===== config.mk =====
export PLATFORM = sky130hd
export DESIGN_NAME = host_blob_packer
export DESIGN_NICKNAME = d
export VERILOG_FILES = /design/src/rtl/host_blob_packer.sv
export SDC_FILE = /design/constraint.sdc
export NUM_CORES = 2
export LEC_CHECK = 0
export BUFFER_PORTS_ARGS = -buffer_cell sky130_fd_sc_hd__buf_2
export CAP_MARGIN = 20
export CORE_AREA = 2 2 454 276
export CTS_CLUSTER_DIAMETER = 100
export DETAILED_ROUTE_END_ITERATION = 16
export DIE_AREA = 0 0 456 278
export PLACE_DENSITY = 0.85
export SLEW_MARGIN = 20
export SYNTH_ARGS = -nofsm -noshare
export SYNTH_HDL_FRONTEND = slang
export SYNTH_SLANG_ARGS = --single-unit
export TNS_END_PERCENT = 1

===== constraint.sdc =====
create_clock -name clk -period 72.6 [get_ports clk]
set_input_delay 7.26 -clock clk [delete_from_list [all_inputs] [get_ports clk]]
set_output_delay 7.26 -clock clk [all_outputs]
set_load 0.05 [all_outputs]

===== src/rtl/host_blob_packer.sv =====
// -----------------------------------------------------------------------------
// host_blob_packer
//
// Gathers narrow per-element results from the last network layer into
// full host-bus-width beats. Beats are packed little-endian, with element 0 in
// the least significant bits. They are presented on a valid/ready stream that
// feeds the host write-back FIFO.
//
// The final partial beat of a blob is zero-padded above the last element. That
// beat carries the end-of-packet flag, which is always beat-aligned.
//
// A 2-entry output FIFO with registered outputs decouples the element side
// from downstream backpressure. din_rdy depends only on registered occupancy,
// so there is no combinational path from blob_dout_rdy to din_rdy.
//
// Ports
//   clk            in   system clock, rising edge
//   rst            in   asynchronous active-high reset
//   din            in   element from the layer
//   din_en         in   element valid
//   din_eop        in   din is the last element of the blob (only with din_en)
//   din_rdy        out  packer accepts an element this cycle
//   blob_dout      out  packed beat (FIFO head)
//   blob_dout_en   out  beat valid (FIFO non-empty)
//   blob_dout_eop  out  head beat is the last beat of the blob
//   blob_dout_rdy  in   downstream accepts the beat this cycle
//   beat_cnt       out  beats transferred so far in the current blob
//   blob_done      out  one-cycle pulse after the eop beat transfers
// -----------------------------------------------------------------------------
module host_blob_packer #(
  parameter int ELEM_WIDTH         = 16,
  parameter int C_M_AXI_DATA_WIDTH = 512,
  parameter int BEAT_CNT_WIDTH     = 16
) (
  input  logic                          clk,
  input  logic                          rst,
  input  logic [ELEM_WIDTH-1:0]         din,
  input  logic                          din_en,
  input  logic                          din_eop,
  output logic                          din_rdy,
  output logic [C_M_AXI_DATA_WIDTH-1:0] blob_dout,
  output logic                          blob_dout_en,
  output logic                          blob_dout_eop,
  input  logic                          blob_dout_rdy,
  output logic [BEAT_CNT_WIDTH-1:0]     beat_cnt,
  output logic                          blob_done
);

  // Derived geometry. ELEMS_PER_BEAT follows from the two widths and is not
  // meant to be overridden.
  localparam int ELEMS_PER_BEAT = C_M_AXI_DATA_WIDTH / ELEM_WIDTH;
  localparam int IDX_W          = (ELEMS_PER_BEAT > 1) ? $clog2(ELEMS_PER_BEAT) : 1;
  localparam logic [IDX_W-1:0] LAST_IDX = IDX_W'(ELEMS_PER_BEAT - 1);

  generate
    if ((C_M_AXI_DATA_WIDTH % ELEM_WIDTH) != 0) begin : g_bad_geometry
      $error("host_blob_packer: C_M_AXI_DATA_WIDTH must be a multiple of ELEM_WIDTH");
    end
  endgenerate

  // ---------------------------------------------------------------------------
  // Assembly side
  // ---------------------------------------------------------------------------
  logic [C_M_AXI_DATA_WIDTH-1:0] asm_q, asm_d;
  logic [IDX_W-1:0]              idx_q, idx_d;
  logic [C_M_AXI_DATA_WIDTH-1:0] push_word;
  logic                          accept;
  logic                          beat_last;
  logic                          push;

  // ---------------------------------------------------------------------------
  // Output FIFO: head entry drives the outputs directly, tail is the overflow
  // slot. occ_q counts valid entries (0..2).
  // ---------------------------------------------------------------------------
  logic [1:0]                    occ_q, occ_d;
  logic [C_M_AXI_DATA_WIDTH-1:0] head_q, head_d;
  logic                          head_eop_q, head_eop_d;
  logic [C_M_AXI_DATA_WIDTH-1:0] tail_q, tail_d;
  logic                          tail_eop_q, tail_eop_d;
  logic                          pop;

  // Counters
  logic [BEAT_CNT_WIDTH-1:0]     beat_cnt_q, beat_cnt_d;
  logic                          blob_done_q, blob_done_d;

  // Handshake decode. din_rdy is a pure function of registered occupancy, so a
  // push can only happen while at least one slot is free.
  assign din_rdy   = (occ_q != 2'd2);
  assign accept    = din_en && din_rdy;
  assign beat_last = (idx_q == LAST_IDX);
  assign push      = accept && (beat_last || din_eop);

  assign blob_dout_en = (occ_q != 2'd0);
  assign pop          = blob_dout_en && blob_dout_rdy;

  // Merge the incoming element into the partially assembled beat. Lanes below
  // the current index come from the assembly register, lane idx is din, and
  // everything above is forced to zero. This mask provides the zero padding
  // of a short final beat.
  always_comb begin
    // NOTE: every variable assigned in a combinational block gets a default
    // first, so no path leaves it unassigned and no latch is inferred.
    push_word = '0;
    for (int i = 0; i < ELEMS_PER_BEAT; i++) begin
      if (IDX_W'(i) < idx_q) begin
        push_word[i*ELEM_WIDTH +: ELEM_WIDTH] = asm_q[i*ELEM_WIDTH +: ELEM_WIDTH];
      end else if (IDX_W'(i) == idx_q) begin
        push_word[i*ELEM_WIDTH +: ELEM_WIDTH] = din;
      end
    end
  end

  // Assembly register and lane index. A push restarts both in the same cycle,
  // so an element arriving on the next cycle lands in lane 0 of a clean beat.
  always_comb begin
    asm_d = asm_q;
    idx_d = idx_q;
    if (push) begin
      asm_d = '0;
      idx_d = '0;
    end else if (accept) begin
      asm_d = push_word;
      idx_d = idx_q + 1'b1;
    end
  end

  // FIFO next state. A push at occupancy 2 cannot occur because din_rdy is low
  // there, so that case only has to handle a pop.
  always_comb begin
    occ_d      = occ_q;
    head_d     = head_q;
    head_eop_d = head_eop_q;
    tail_d     = tail_q;
    tail_eop_d = tail_eop_q;
    unique case (occ_q)
      2'd0: begin
        if (push) begin
          head_d     = push_word;
          head_eop_d = din_eop;
          occ_d      = 2'd1;
        end
      end
      2'd1: begin
        if (push && pop) begin
          // The head leaves and the new beat takes its place.
          head_d     = push_word;
          head_eop_d = din_eop;
        end else if (push) begin
          tail_d     = push_word;
          tail_eop_d = din_eop;
          occ_d      = 2'd2;
        end else if (pop) begin
          occ_d      = 2'd0;
        end
      end
      2'd2: begin
        if (pop) begin
          head_d     = tail_q;
          head_eop_d = tail_eop_q;
          occ_d      = 2'd1;
        end
      end
      default: begin
        occ_d = 2'd0;
      end
    endcase
  end

  // Transfer counters. beat_cnt counts the beats already delivered in this
  // blob and restarts when the eop beat leaves. blob_done marks that transfer
  // one cycle later.
  always_comb begin
    beat_cnt_d  = beat_cnt_q;
    blob_done_d = 1'b0;
    if (pop) begin
      if (head_eop_q) begin
        beat_cnt_d  = '0;
        blob_done_d = 1'b1;
      end else begin
        beat_cnt_d  = beat_cnt_q + 1'b1;
      end
    end
  end

  // NOTE: state registers use non-blocking assignments only, so every flop
  // samples pre-edge values regardless of block ordering.
  always_ff @(posedge clk or posedge rst) begin
    if (rst) begin
      asm_q       <= '0;
      idx_q       <= '0;
      occ_q       <= 2'd0;
      // NOTE: the FIFO entries are reset even though occ_q alone marks them
      // invalid. The head drives blob_dout directly and must read zero after
      // reset. A reset also discards any half-built or queued beat of an
      // aborted blob.
      head_q      <= '0;
      head_eop_q  <= 1'b0;
      tail_q      <= '0;
      tail_eop_q  <= 1'b0;
      beat_cnt_q  <= '0;
      blob_done_q <= 1'b0;
    end else begin
      asm_q       <= asm_d;
      idx_q       <= idx_d;
      occ_q       <= occ_d;
      head_q      <= head_d;
      head_eop_q  <= head_eop_d;
      tail_q      <= tail_d;
      tail_eop_q  <= tail_eop_d;
      beat_cnt_q  <= beat_cnt_d;
      blob_done_q <= blob_done_d;
    end
  end

  assign blob_dout     = head_q;
  assign blob_dout_eop = head_eop_q;
  assign beat_cnt      = beat_cnt_q;
  assign blob_done     = blob_done_q;

endmodule

After elaboration in Yosys (flattened, before gate mapping)
Index checks and enable logic that the tools add are counted.
{ "classes": {"addsub": 2, "mul": 0, "div_mod_pow": 0, "order_cmp": 32, "n_eq_ne": 40, "shift": 0, "muxes": 85, "bitwise_logic": 1, "n_reduce_logical": 13} }
{ "op_table": {"columns": ["cell", "count"], "rows": [
  ["$mux 512", 5],
  ["$pmux 512 s3", 1],
  ["$mux 16", 65],
  ["$eq 5x5->1 const A", 16],
  ["$lt 5x5->1 const A", 16],
  ["$eq 4x5->1 const A", 8],
  ["$lt 4x5->1 const A", 8],
  ["$eq 3x5->1 const A", 4],
  ["$lt 3x5->1 const A", 4],
  ["$add 16x1->16 const B", 1],
  ["$eq 2x5->1 const A", 2],
  ["$lt 1x5->1 const A", 2],
  ["$lt 2x5->1 const A", 2],
  ["$mux 2", 5],
  ["$mux 5", 2],
  ["$ne 2x2->1 const B", 5],
  ["$reduce_and 4->1", 2],
  ["$pmux 2 s3", 1],
  ["$add 5x1->5 const B", 1],
  ["$eq 1x5->1 const A", 1],
  ["$eq 5x5->1 const B", 1],
  ["$logic_not 5->1", 1],
  ["$mux 1", 5],
  ["$logic_and 1x1->1", 4],
  ["10 further kinds", 11]
]} }
{ "totals": {"register_bits": 1562, "latchBits": 0, "ram_bits": 0, "rom_bits": 0, "out_inout_bits": 532, "wordCells": 182, "memories": 0} }

Longest topological paths before layout
{ "depth": {"word_depth": 6, "ltp_mapped": 17, "ltp_nobuf": 7} }

Worst setup path before layout
Ideal clock, no wire load.
{ "synth_timing": {"kind": "register -> output", "start": "register occ_q[1]", "end": "output port din_rdy", "t_arrival_ns": 1.719, "required_time_ns": 65.340, "setup_slack_ns": 63.621, "path_stages_with_launch": 7, "n_path_buf": 4, "path_cell_list": "dfrtp_1 > nor2b_1 > buf_2 > inv_2 > buf_2 > buf_2 > clkbuf_1"} }
{ "synth_via": {"elab_chain_cells": 1} }
{ "synth_rtl": {"columns": ["item", "line_no", "source"], "rows": [
  ["start: declaration", "75", "logic [1:0] occ_q, occ_d;"],
  ["start signal: assignment", "191", "occ_q <= 2'd0;"],
  ["start signal: assignment", "205", "occ_q <= occ_d;"],
  ["$ne 2x2->1", "88", "assign din_rdy = (occ_q != 2'd2);"],
  ["end: declaration", "40", "output logic din_rdy,"]
]} }
Every way passes these cells.

Worst setup path after layout
{ "layout_timing": {"start": "input port din_eop", "end": "register tail_q[217]"} }
{ "layout_via": {"elab_chain_cells": 5} }
{ "layout_rtl": {"columns": ["item", "line_no", "source"], "rows": [
  ["start: declaration", "39", "input logic din_eop,"],
  ["$logic_or 1x1->1 *", "91", "assign push = accept && (beat_last || din_eop);"],
  ["$logic_and 1x1->1 *", "91", null],
  ["$logic_and 1x1->1", "144", "if (push && pop) begin"],
  ["$not 1->1 (no source line)", null, null],
  ["$reduce_and 3->1 (no source line) *", null, null],
  ["end signal: assignment", "208", "tail_q <= tail_d;"],
  ["end: declaration", "78", "logic [C_M_AXI_DATA_WIDTH-1:0] tail_q, tail_d;"]
]} }
Every way passes the cells marked *; elsewhere a longest branch is shown, timed or not.
A chain may end at the register's enable or synchronous reset.

==> reports/summary.txt <==
status - finished clean
Leakage - 0.0357 uW
reg-to-reg slack, setup - 66.51 ns
synthesized area per cell - 10.0 um^2
CTS Hold Bufs - 0
Async SR Flop Fraction - 100%
Cell Pwr Density - 29.1 nW/um^2
drt initial violations - 8191
Hold WC Path Type - flip-flop to flip-flop
most frequent cells in the layout - dfrtp_1 (1541), nand2_1 (1013), o21ai_0 (948)
top achievable clock speed - 0.0925 GHz
CTS clk-pin slew, worst paths - 0.07 ns
most used flip-flop cell after synthesis - dfrtp_1
fillers - 9663
#FFs+latches synth - 1546
Worst Setup End Kind - flip-flop
largest net degree at the start of global routing - 241
core area - 123000 um^2
EDFF count, synth - 0
Tmin final - 10.81 ns
Die Ht - 278 um
register area share after synthesis - 57.7%
share of cells above drive strength 1 - 14.5%
final worst-path cycle share - 14.9%
GRT Overall Usage - 33.9%
# Post-CTS Setup Buffers - 0
top-area cell type share of the netlist area - 57.7%
commonest non-fill, non-tap cell in the layout - dfrtp_1
cell type with the highest aggregate area in the netlist - dfrtp_1
unrepaired setup endpoints after global routing - false
die area - 127000 um^2
CTS Root Cell - clkbuf_16
Via Count - 56597
cts bufs inserted - 140
Mapped Nets - 6712
Sink Count - 1546
Crit Path Max Fanout - 240
Remaining Overflow, GRT - 0
DR pass1 iterations - 7
VDD IR max - 0.0236 mV
CP Class - input port to flip-flop
Final #Nets - 6808
P&R area growth vs syn - 11.5%
WL final - 218000 um
setup TNS - 0 ns
DR DRC count - 0
wire per inst - 25.6 um
startpoint types - input port
H-tree depth - 4
YS warnings - 0
Mapped Cells - 6686
minimum hold slack - 0.470 ns
routed vias/inst - 6.63
max-slew headroom at the worst pin - 18.8%
Site Rows - 100
IO Count - 553
Clock Path Buffers - 3
Hold Fails Final Rpt - 0
DRT antenna net count - 0
Critical Path AT - 11.42 ns
detailed placement HPWL - 125000 um
post-CTS sizing - 0
initial core utilization - 54.6%
Clock Latency Late Sink - 0.80 ns
Setup Viol. Count Final - 0
vias in the first global route - 54209
top post-synthesis cells by area - dfrtp_1 (58%), o21ai_0 (7.1%), nand2_1 (5.7%), a211oi_1 (4.1%), a21o_1 (3.1%)
Layout Skew - 0.0406 ns
Synth Cell Area - 67000 um^2
RD Place Congestion - 0.846
Netlist cell types - 78
Die Width - 456 um
worst-margin pin slew - 1.22 ns
fin. max-slew vios - 0
initial antenna violation count - 10
first-pass GRT wire length - 332000 um
TritonCTS clock tree - yes
Max-Cap Viols - 0
port bufs - 552
critical path required time - 73.21 ns
[final timing paths]
check | startpoint | endpoint | cells past startpoint
setup reg to reg | idx_q[1] | tail_q[217] | 10
min in group asynchronous | rst | blob_dout[120] | 2
hold / removal | blob_dout[112] | blob_dout[112] | 1
hold reg to reg | blob_dout[112] | blob_dout[112] | 1
setup / recovery | din_eop | tail_q[217] | 7
max in group asynchronous | rst | blob_dout[457] | 6
[cell usage after synthesis (all sizes together), types with 119 or more instances]
| cell type | n |
|---|---|
| buf | 237 |
| nand2 | 1017 |
| nor3 | 119 |
| a211oi | 378 |
| a32oi | 228 |
| dfrtp | 1546 |
| nor2 | 518 |
| clkbuf | 454 |
| o21ai | 974 |
| a21o | 274 |
| a21oi | 122 |
| a22oi | 160 |
[logic make-up (layout without fill, tap and decap cells)]
family | count (synthesis) | after routing | synth area share [%]
AO/OA/AOI/OAI | 2481 | 2481 | 24.6
XOR/XNOR | 10 | 10 | 0.131
adder cells (fa/ha/maj) | 5 | 5 | 0.0933
buffers and inverters | 714 | 916 | 4.59
flip-flops | 1546 | 1546 | 57.7
multiplexers | 86 | 86 | 1.41
other | 0 | 14 | 0
AND/OR/NAND/NOR | 1844 | 1844 | 11.5
[power breakdown]
| part | switching [uW] | internal, uW |
|---|---|---|
| registers | 49.4 | 922 |
| logic | 341 | 84.9 |
| clock network | 345 | 434 |
[final cells by class]
cell class	instances	area (um^2)	share of cell area [%]
multi-input combinational	4426	25400	34.0
clock buffer	192	4020	5.38
timing repair buffer	645	3660	4.90
clock inverter	56	736	0.984
sequential	1546	38700	51.8
tap	1632	2040	2.73
inverter	23	101	0.136
antenna	14	35.0	0.0469
[critical path, stage by stage]
cell and delay [ns]:
buf_2 0.16, o21ai_0 0.34, or3_4 0.71, buf_4 0.77, buf_12 0.62, buf_4 0.94
o21ai_0 0.27
[flip-flops by register name, summed over array words and instances, names as in the netlist]
signal / count
idx_q: 5
tail_eop_q: 1
beat_cnt: 16
occ_q: 2
asm_q: 496
blob_dout_eop: 1
tail_q: 512
blob_done: 1
blob_dout: 512
[metal layers]
metal	part of all wire, %	up-vias	GRT usage [%]	wire length [um]
met2	44	3507	49.8	97000
li1	-	24226	-	-
met5	0.012	-	0	27
met4	4.8	4	15.8	10400
met1	39	28273	46.5	85500
met3	12	587	9.99	25300
[through the flow]
| step | util (%) | power, uW | instances | instance area (um^2) | setup slack (ns) |
|---|---|---|---|---|---|
| after floorplan | - | 1280 | 6686 | 67000 | 21.72 |
| after global placement | 56.9 | 1400 | 8269 | 69900 | 60.90 |
| after detailed placement | 56.9 | 1410 | 8269 | 69900 | 60.83 |
| after CTS | 60.8 | 2180 | 8517 | 74600 | 61.67 |
| after global routing | 60.9 | 2240 | 8520 | 74700 | 61.42 |
| final | 60.9 | 2180 | 8534 | 74700 | 61.79 |
Power figures use the tool's default switching activity.
